**config.mk**
```make
export PLATFORM = sky130hd
export DESIGN_NAME = skewed_desync_u
export DESIGN_NICKNAME = d
export VERILOG_FILES = /design/src/rtl/skewed_desync_u.sv
export SDC_FILE = /design/constraint.sdc
export NUM_CORES = 1
export LEC_CHECK = 0
export CORE_AREA = 2 2 39 41
export DETAILED_ROUTE_END_ITERATION = 16
export DIE_AREA = 0 0 41 43
export GPL_ROUTABILITY_DRIVEN = 0
export SYNTH_ARGS = -nofsm -noshare
export SYNTH_HDL_FRONTEND = slang
export SYNTH_SLANG_ARGS = --single-unit
```
**constraint.sdc**
```tcl
create_clock -name clk -period 5 [get_ports clk]
set_input_delay 1 -clock clk [delete_from_list [all_inputs] [get_ports clk]]
set_output_delay 1 -clock clk [all_outputs]
set_load 0.01 [all_outputs]
```
**src/rtl/skewed_desync_u.sv**
```systemverilog
// ---------------------------------------------------------------------------
// skewed_desync_u
//
// Purpose:
//   Decorrelates a pair of unipolar stochastic bitstreams. This block is the
//   counterpart of the skewed synchronizer: it keeps 1s from the two streams
//   from landing in the same cycle.
//   - When both inputs are 1, one of the 1s is held back in a small
//     per-stream store and the other 1 passes through.
//   - Stored 1s are re-emitted, one per cycle, in cycles where both inputs
//     are 0.
//   The number of 1s on each stream is preserved, except for at most DEP 1s
//   that can be held in each store at any time.
//
// Parameters:
//   DEP    maximum number of deferred 1s held per stream (DEP >= 1)
//
// Ports:
//   clk    input   rising-edge clock
//   rst_n  input   asynchronous reset, active low; discards stored 1s
//   in0    input   unipolar bitstream A
//   in1    input   unipolar bitstream B
//   out0   output  decorrelated stream A, registered (1-cycle latency)
//   out1   output  decorrelated stream B, registered (1-cycle latency)
// ---------------------------------------------------------------------------
module skewed_desync_u #(
  parameter int DEP = 2
) (
  input  logic clk,
  input  logic rst_n,
  input  logic in0,
  input  logic in1,
  output logic out0,
  output logic out1
);

  localparam int CW = $clog2(DEP + 1);
  localparam logic [CW-1:0] DEP_C = CW'(DEP);
  localparam logic [CW-1:0] ONE_C = CW'(1);

  logic [CW-1:0] cnt0_q, cnt0_d;
  logic [CW-1:0] cnt1_q, cnt1_d;
  logic          pri_q,  pri_d;
  logic          out0_q, out0_d;
  logic          out1_q, out1_d;

  logic          sat0;
  logic          sat1;

  assign sat0 = (cnt0_q == DEP_C);
  assign sat1 = (cnt1_q == DEP_C);

  always_comb begin
    cnt0_d = cnt0_q;
    cnt1_d = cnt1_q;
    pri_d  = pri_q;
    out0_d = 1'b0;
    out1_d = 1'b0;

    unique case ({in0, in1})
      2'b11: begin
        // pri selects which stream is preferred for deferral. If that
        // stream's store is full, the other stream is deferred instead.
        // When both stores are full, the coincident 1s pass through together.
        if (!pri_q) begin
          if (!sat1) begin
            cnt1_d = cnt1_q + ONE_C;
            out0_d = 1'b1;
            pri_d  = ~pri_q;
          end else if (!sat0) begin
            cnt0_d = cnt0_q + ONE_C;
            out1_d = 1'b1;
            pri_d  = ~pri_q;
          end else begin
            out0_d = 1'b1;
            out1_d = 1'b1;
          end
        end else begin
          if (!sat0) begin
            cnt0_d = cnt0_q + ONE_C;
            out1_d = 1'b1;
            pri_d  = ~pri_q;
          end else if (!sat1) begin
            cnt1_d = cnt1_q + ONE_C;
            out0_d = 1'b1;
            pri_d  = ~pri_q;
          end else begin
            out0_d = 1'b1;
            out1_d = 1'b1;
          end
        end
      end
      // A single 1 passes through unchanged. No stored 1 is released on the
      // other stream here, because that would create an overlap.
      2'b10: out0_d = 1'b1;
      2'b01: out1_d = 1'b1;
      default: begin
        // Idle cycle: release one stored 1, preferring the fuller store.
        // On a tie, pri decides which stream is released. A release does not
        // change pri.
        if (cnt0_q > cnt1_q) begin
          cnt0_d = cnt0_q - ONE_C;
          out0_d = 1'b1;
        end else if (cnt1_q > cnt0_q) begin
          cnt1_d = cnt1_q - ONE_C;
          out1_d = 1'b1;
        end else if (cnt0_q != '0) begin
          if (!pri_q) begin
            cnt0_d = cnt0_q - ONE_C;
            out0_d = 1'b1;
          end else begin
            cnt1_d = cnt1_q - ONE_C;
            out1_d = 1'b1;
          end
        end
      end
    endcase
  end

  always_ff @(posedge clk or negedge rst_n) begin
    if (!rst_n) begin
      cnt0_q <= '0;
      cnt1_q <= '0;
      pri_q  <= 1'b0;
      out0_q <= 1'b0;
      out1_q <= 1'b0;
    end else begin
      cnt0_q <= cnt0_d;
      cnt1_q <= cnt1_d;
      pri_q  <= pri_d;
      out0_q <= out0_d;
      out1_q <= out1_d;
    end
  end

  assign out0 = out0_q;
  assign out1 = out1_q;

endmodule

```
# [Word-level counts from Yosys, hierarchy flattened]
# Cells that the tools add are included.
[word_totals] out_inout_bits=2 reg_bits=7
[op_classes] n_eq_ne=10 n_addsub=4 n_reduce_logical=7 bitwise=2 order_cmp=2 n_mux=37
[ops] op="2-bit two-way mux" count=14
[ops] op="1-bit two-way mux" count=19
[ops] op="5-bit AND reduction" count=2
[ops] op="3-bit nonzero test" count=3
[ops] op="2-bit == test (second input constant)" count=4
[ops] op="2-bit one-hot mux with 2 select lines" count=2
[ops] op="3-bit inequality test (second input constant)" count=2
[ops] op="1-bit one-hot mux with 3 select lines" count=2
[ops] op="2-bit by 1-bit adder with 2-bit output (second input constant)" count=2
[ops] op="2-bit greater-than comparator" count=2
[ops] op="2-bit by 1-bit subtractor with 2-bit output (second input constant)" count=2
[ops] op="3-bit by 1-bit inequality test with 1-bit output (second input constant)" count=1
[ops] op="3-bit by 2-bit inequality test with 1-bit output (second input constant)" count=1
[ops] op="2-bit by 1-bit == test with 1-bit output (second input constant)" count=1
[ops] op="2-bit by 1-bit inequality test with 1-bit output (second input constant)" count=1
[ops] op="1-bit NOT" count=2
[ops] op="2-bit nonzero test" count=1
[ops] op="2-bit OR reduction" count=1

# [Longest topological paths before layout]
[depth] depth_word=6 depth_mapped=7 ltp_nobuf=7

# [Worst setup path after synthesis]
# Ideal clock, no wire load.
[synth_timing] kind="input-to-reg" startpoint="input in0" endpoint="register cnt1_q[0]" setup_slack_ps=2950 t_arrival_ps=1926 cell_stages=6 setup_ps=124 required_time_ps=4876 n_path_buf=0 cell_sequence="inv_1 -> ha_1 -> a311o_1 -> o21ai_2 -> o21ai_2 -> xnor2_1"
[synth_via] elab_chain_cells=4
[synth_lines] item="start: declaration" line_no="31" rtl="input logic in0,"
[synth_lines] item="2-bit by 1-bit == test with 1-bit output / 2-bit == test (equally long branches)" line_no="60" rtl="unique case ({in0, in1})"
[synth_lines] item="2-bit OR reduction (no line)"
[synth_lines] item="1-bit NOT (no line)"
[synth_lines] item="5-bit AND reduction (no line)"
[synth_lines] item="end signal: assignment" line_no="129" rtl="cnt1_q <= cnt1_d;"
[synth_lines] item="end: declaration" line_no="42" rtl="logic [CW-1:0] cnt1_q, cnt1_d;"
# Several ways; a longest one is shown, not always the timed one.
# A chain may end at the register's enable or synchronous reset.

# [Worst setup path in the final report]
[layout_timing] startpoint="input in0" endpoint="register out0_q, in the netlist out0"
[layout_via] elab_chain_cells=2
[layout_lines] item="2-bit by 1-bit == test with 1-bit output / 2-bit == test (equally long branches)" line_no="60"
[layout_lines] item="1-bit one-hot mux with 3 select lines *" line_no="60"
[layout_lines] item="via out0_d" line_no="44" rtl="logic out0_q, out0_d;"
[layout_lines] item="end signal: assignment" line_no="131" rtl="out0_q <= out0_d;"
[layout_lines] item="end: declaration" line_no="44"
# Mark *: on every way through the listed nets, which the timed path passes. The rest lies on a longest branch.

==> results_dict.tcl <==
set metrics [dict create \
    critPathLaunchType "primary input" \
    critical-path-max-stage-delay_ns 0.44 \
    detailedRoute.firstIterationViolations 11 \
    worst_skew_pair.late_latency_ns 0.25 \
    core_area_um2 1380 \
    setup.worst_path.end_class "flop" \
    required_time_worst_endpoint_ns 5.12 \
    post-synth-top-area-fraction_pct 30.6 \
    critPathTopFamily "buffers and inverters" \
    timing.reg2reg.worst_path_depth 7 \
    antenna_violations_before_repair 0 \
    synth.ff_latch_count 7 \
    cts-resized-gates 0 \
    critical_path.cell_chain "clkdlybuf4s50_1 -> ha_1 -> and3_1 -> a2111oi_0 -> nor2_1" \
    synth_largest_area_cell "dfrtp_1" \
    setup_tns_ns 0 \
    worst-setup-path-type "in -> reg" \
    cts.clk_slew.worst_paths_ns 0.05 \
    gr-usage-all-layers_pct 16.8 \
    numClockSinks 7 \
    power_density_nw_per_um2 641 \
    io_buffers 5 \
    floorplan.die_area_um2 1760 \
    post-synth-top-count-cell "dfrtp_1" \
    ff2ff_setup_slack_ns 3.13 \
    area_delta_synth_final_pct 14.0 \
    grt_pass1_vias 464 \
    asyncSetResetFlopFracSynth_pct 100 \
    rsz_0062_raised_after_global_routing "false" \
    synthesis.area_per_instance_um2 9.08 \
    netlist_area_um2 572 \
    cts_made_buffers 3 \
    worst_ep_arrival_time_ns 2.60 \
    relSlewSlack_pct 68.2 \
    crit_path_max_fanout 16 \
    clock_tree_from_tritoncts "done" \
    critical_path.slowest_cell "clkdlybuf4s50_1" \
    clockRootBuffer "clkbuf_4" \
    die_y_um 43 \
    dpl.hpwl_um 823 \
    drc_errors 0 \
    synth-main-ff-cell "dfrtp_1" \
    num_antenna_cells 0 \
    dieWidth_um 41 \
    postCtsSetupRepairBufs 0 \
    max_freq_mhz 403 \
    clock_tree.htree_level_count 1 \
    final_report_hold_violation_count 0 \
    min_path_type "reg -> reg" \
    fillerInstances 142 \
    synthTopCellsByCount "7 x dfrtp_1, 6 x ha_1, 6 x inv_1" \
    routed-via-count 478 \
    slew_violations 0 \
    setup_viol 0 \
    drive_gt1_share_pct 11.4 \
    nets 81 \
    final.min_clock_period_ns 2.48 \
    worstHoldStart "cnt1_q[0]" \
    route.final.wire_length_um 1060 \
    vias_per_cell 5.56 \
    yosysWarningCount 0 \
    regToRegEndpoint "cnt0_q[1]" \
    power.static_leakage_nw 0.288 \
    io_pins 6 \
    global_route.overflow_total 0 \
    syn-num-nets 73 \
    maximum_number_of_pins_on_one_net_before_global_route_repair 17 \
    synth-edff-count 0 \
    maxCapViolCount 0 \
    worst_r2r_startpoint "cnt0_q[1]" \
    fin_worst_hold_slack_ns 0.548 \
    initial_core_utilization_pct 41.3 \
    final.setup_skew_ns 0.000744 \
    worst-slew-pin-transition_ns 0.477 \
    drt_pre_antenna_iters 4 \
    clock_tree_buf_depth 2 \
    route.antenna.remaining_nets 0 \
    post_synth_main_area_contributors "dfrtp_1 31%, ha_1 13%, xnor2_1 4.6%" \
    grt_pass1_wl_um 2000 \
    worstPathBufferInverterCount 1 \
    ir_worst_vdd_uv 210 \
    drt-wirelength-per-cell_um 12.3 \
    hold_path_depth 1 \
    min_to "cnt1_q[0]" \
    yosysUniqueCellTypes 31 \
    startpoint "in0" \
    synth_seq_area_share_pct 30.6 \
    timing.final.crit_share_pct 49.6 \
    floorplan.rows 14 \
    cts_hold_buffers 0 \
    status "complete, no violations" \
    post_synth_inst_count 63 \
]
how the worst max path moves through the flow:
stage                end  slack, ns  cells past startpoint
6_report            out0       2.52                      5
5_1_grt        cnt0_q[1]       2.31                      6
4_1_cts             out0       2.49                      5
3_5_place_dp        out0       2.23                      5
3_3_place_gp        out0       2.25                      5
2_1_floorplan  cnt1_q[0]       2.95                      6
logic make-up (layout without fill, tap and decap cells):
family                   Yosys count  count (layout)  synth area share, %
flip-flops                         7               7                 30.6
AO/OA/AOI/OAI                     21              21                 26.5
adder cells (fa/ha/maj)            6               6                 13.1
AND/OR/NAND/NOR                   18              18                 18.4
buffers and inverters              8              15                 6.78
XOR/XNOR                           3               3                 4.60
stage by stage:
| stage | cells | area [um^2] | setup slack, ns | util (%) | power [mW] |
|---|---|---|---|---|---|
| 2_1_floorplan | 63 | 572 | 2.95 | - | 0.313 |
| 3_3_place_gp | 82 | 626 | 2.25 | 45.2 | 0.364 |
| 3_5_place_dp | 82 | 626 | 2.23 | 45.2 | 0.364 |
| 4_1_cts | 86 | 652 | 2.49 | 47.1 | 0.420 |
| 5_1_grt | 86 | 652 | 2.31 | 47.1 | 0.462 |
| 6_report | 86 | 652 | 2.52 | 47.1 | 0.418 |
layer usage:
layer  wire length, um  vias up  track usage [%]
met1               470      225             22.0
met3                36        4             3.14
met5                 0        -                0
li1                  -      240                -
met4                29        0             8.00
met2               521        9             25.3
worst reg2reg max path, cell delays in order, from the launching register on:
cell and delay, ns:
dfrtp_1 0.42, inv_1 0.13, ha_1 0.34, nand2_1 0.12
a2bb2oi_1 0.19, or3_1 0.33, a21boi_0 0.15, o21ai_0 0.09
state kept, by name (all words and copies together) (netlist names):
register and cells:
out1 1, pri_q 1, cnt1_q 2, out0 1, cnt0_q 2
cell type report:
| class | count | area, um^2 | share of cell area (%) |
|---|---|---|---|
| clock buffer | 4 | 26.3 | 4.03 |
| inverter | 6 | 22.5 | 3.45 |
| multi-input combinational | 48 | 358 | 54.9 |
| sequential | 7 | 175 | 26.9 |
| tap | 16 | 20.0 | 3.07 |
| timing repair buffer | 5 | 50.0 | 7.68 |
cell usage in the layout, fill, tap and decap left out, types with 2 or more instances in the layout:
cell type | synthesis | final
a21oi_1 | 3 | 3
clkbuf_4 | 0 | 3
clkdlybuf4s50_1 | 0 | 5
dfrtp_1 | 7 | 7
ha_1 | 6 | 6
inv_1 | 6 | 6
nand2_1 | 5 | 5
nand2b_1 | 2 | 2
nor2_1 | 3 | 3
o21ai_0 | 4 | 4
o21ai_2 | 2 | 2
o31ai_1 | 2 | 2
xnor2_1 | 3 | 3
power by group:
part	switching [mW]	leakage [nW]	internal, mW	total (mW)
sequential	0.0392	0.0826	0.0849	0.124
combinational	0.130	0.191	0.111	0.241
clock	0.0217	0.0150	0.0305	0.0522
Power figures use the tool's default switching activity.
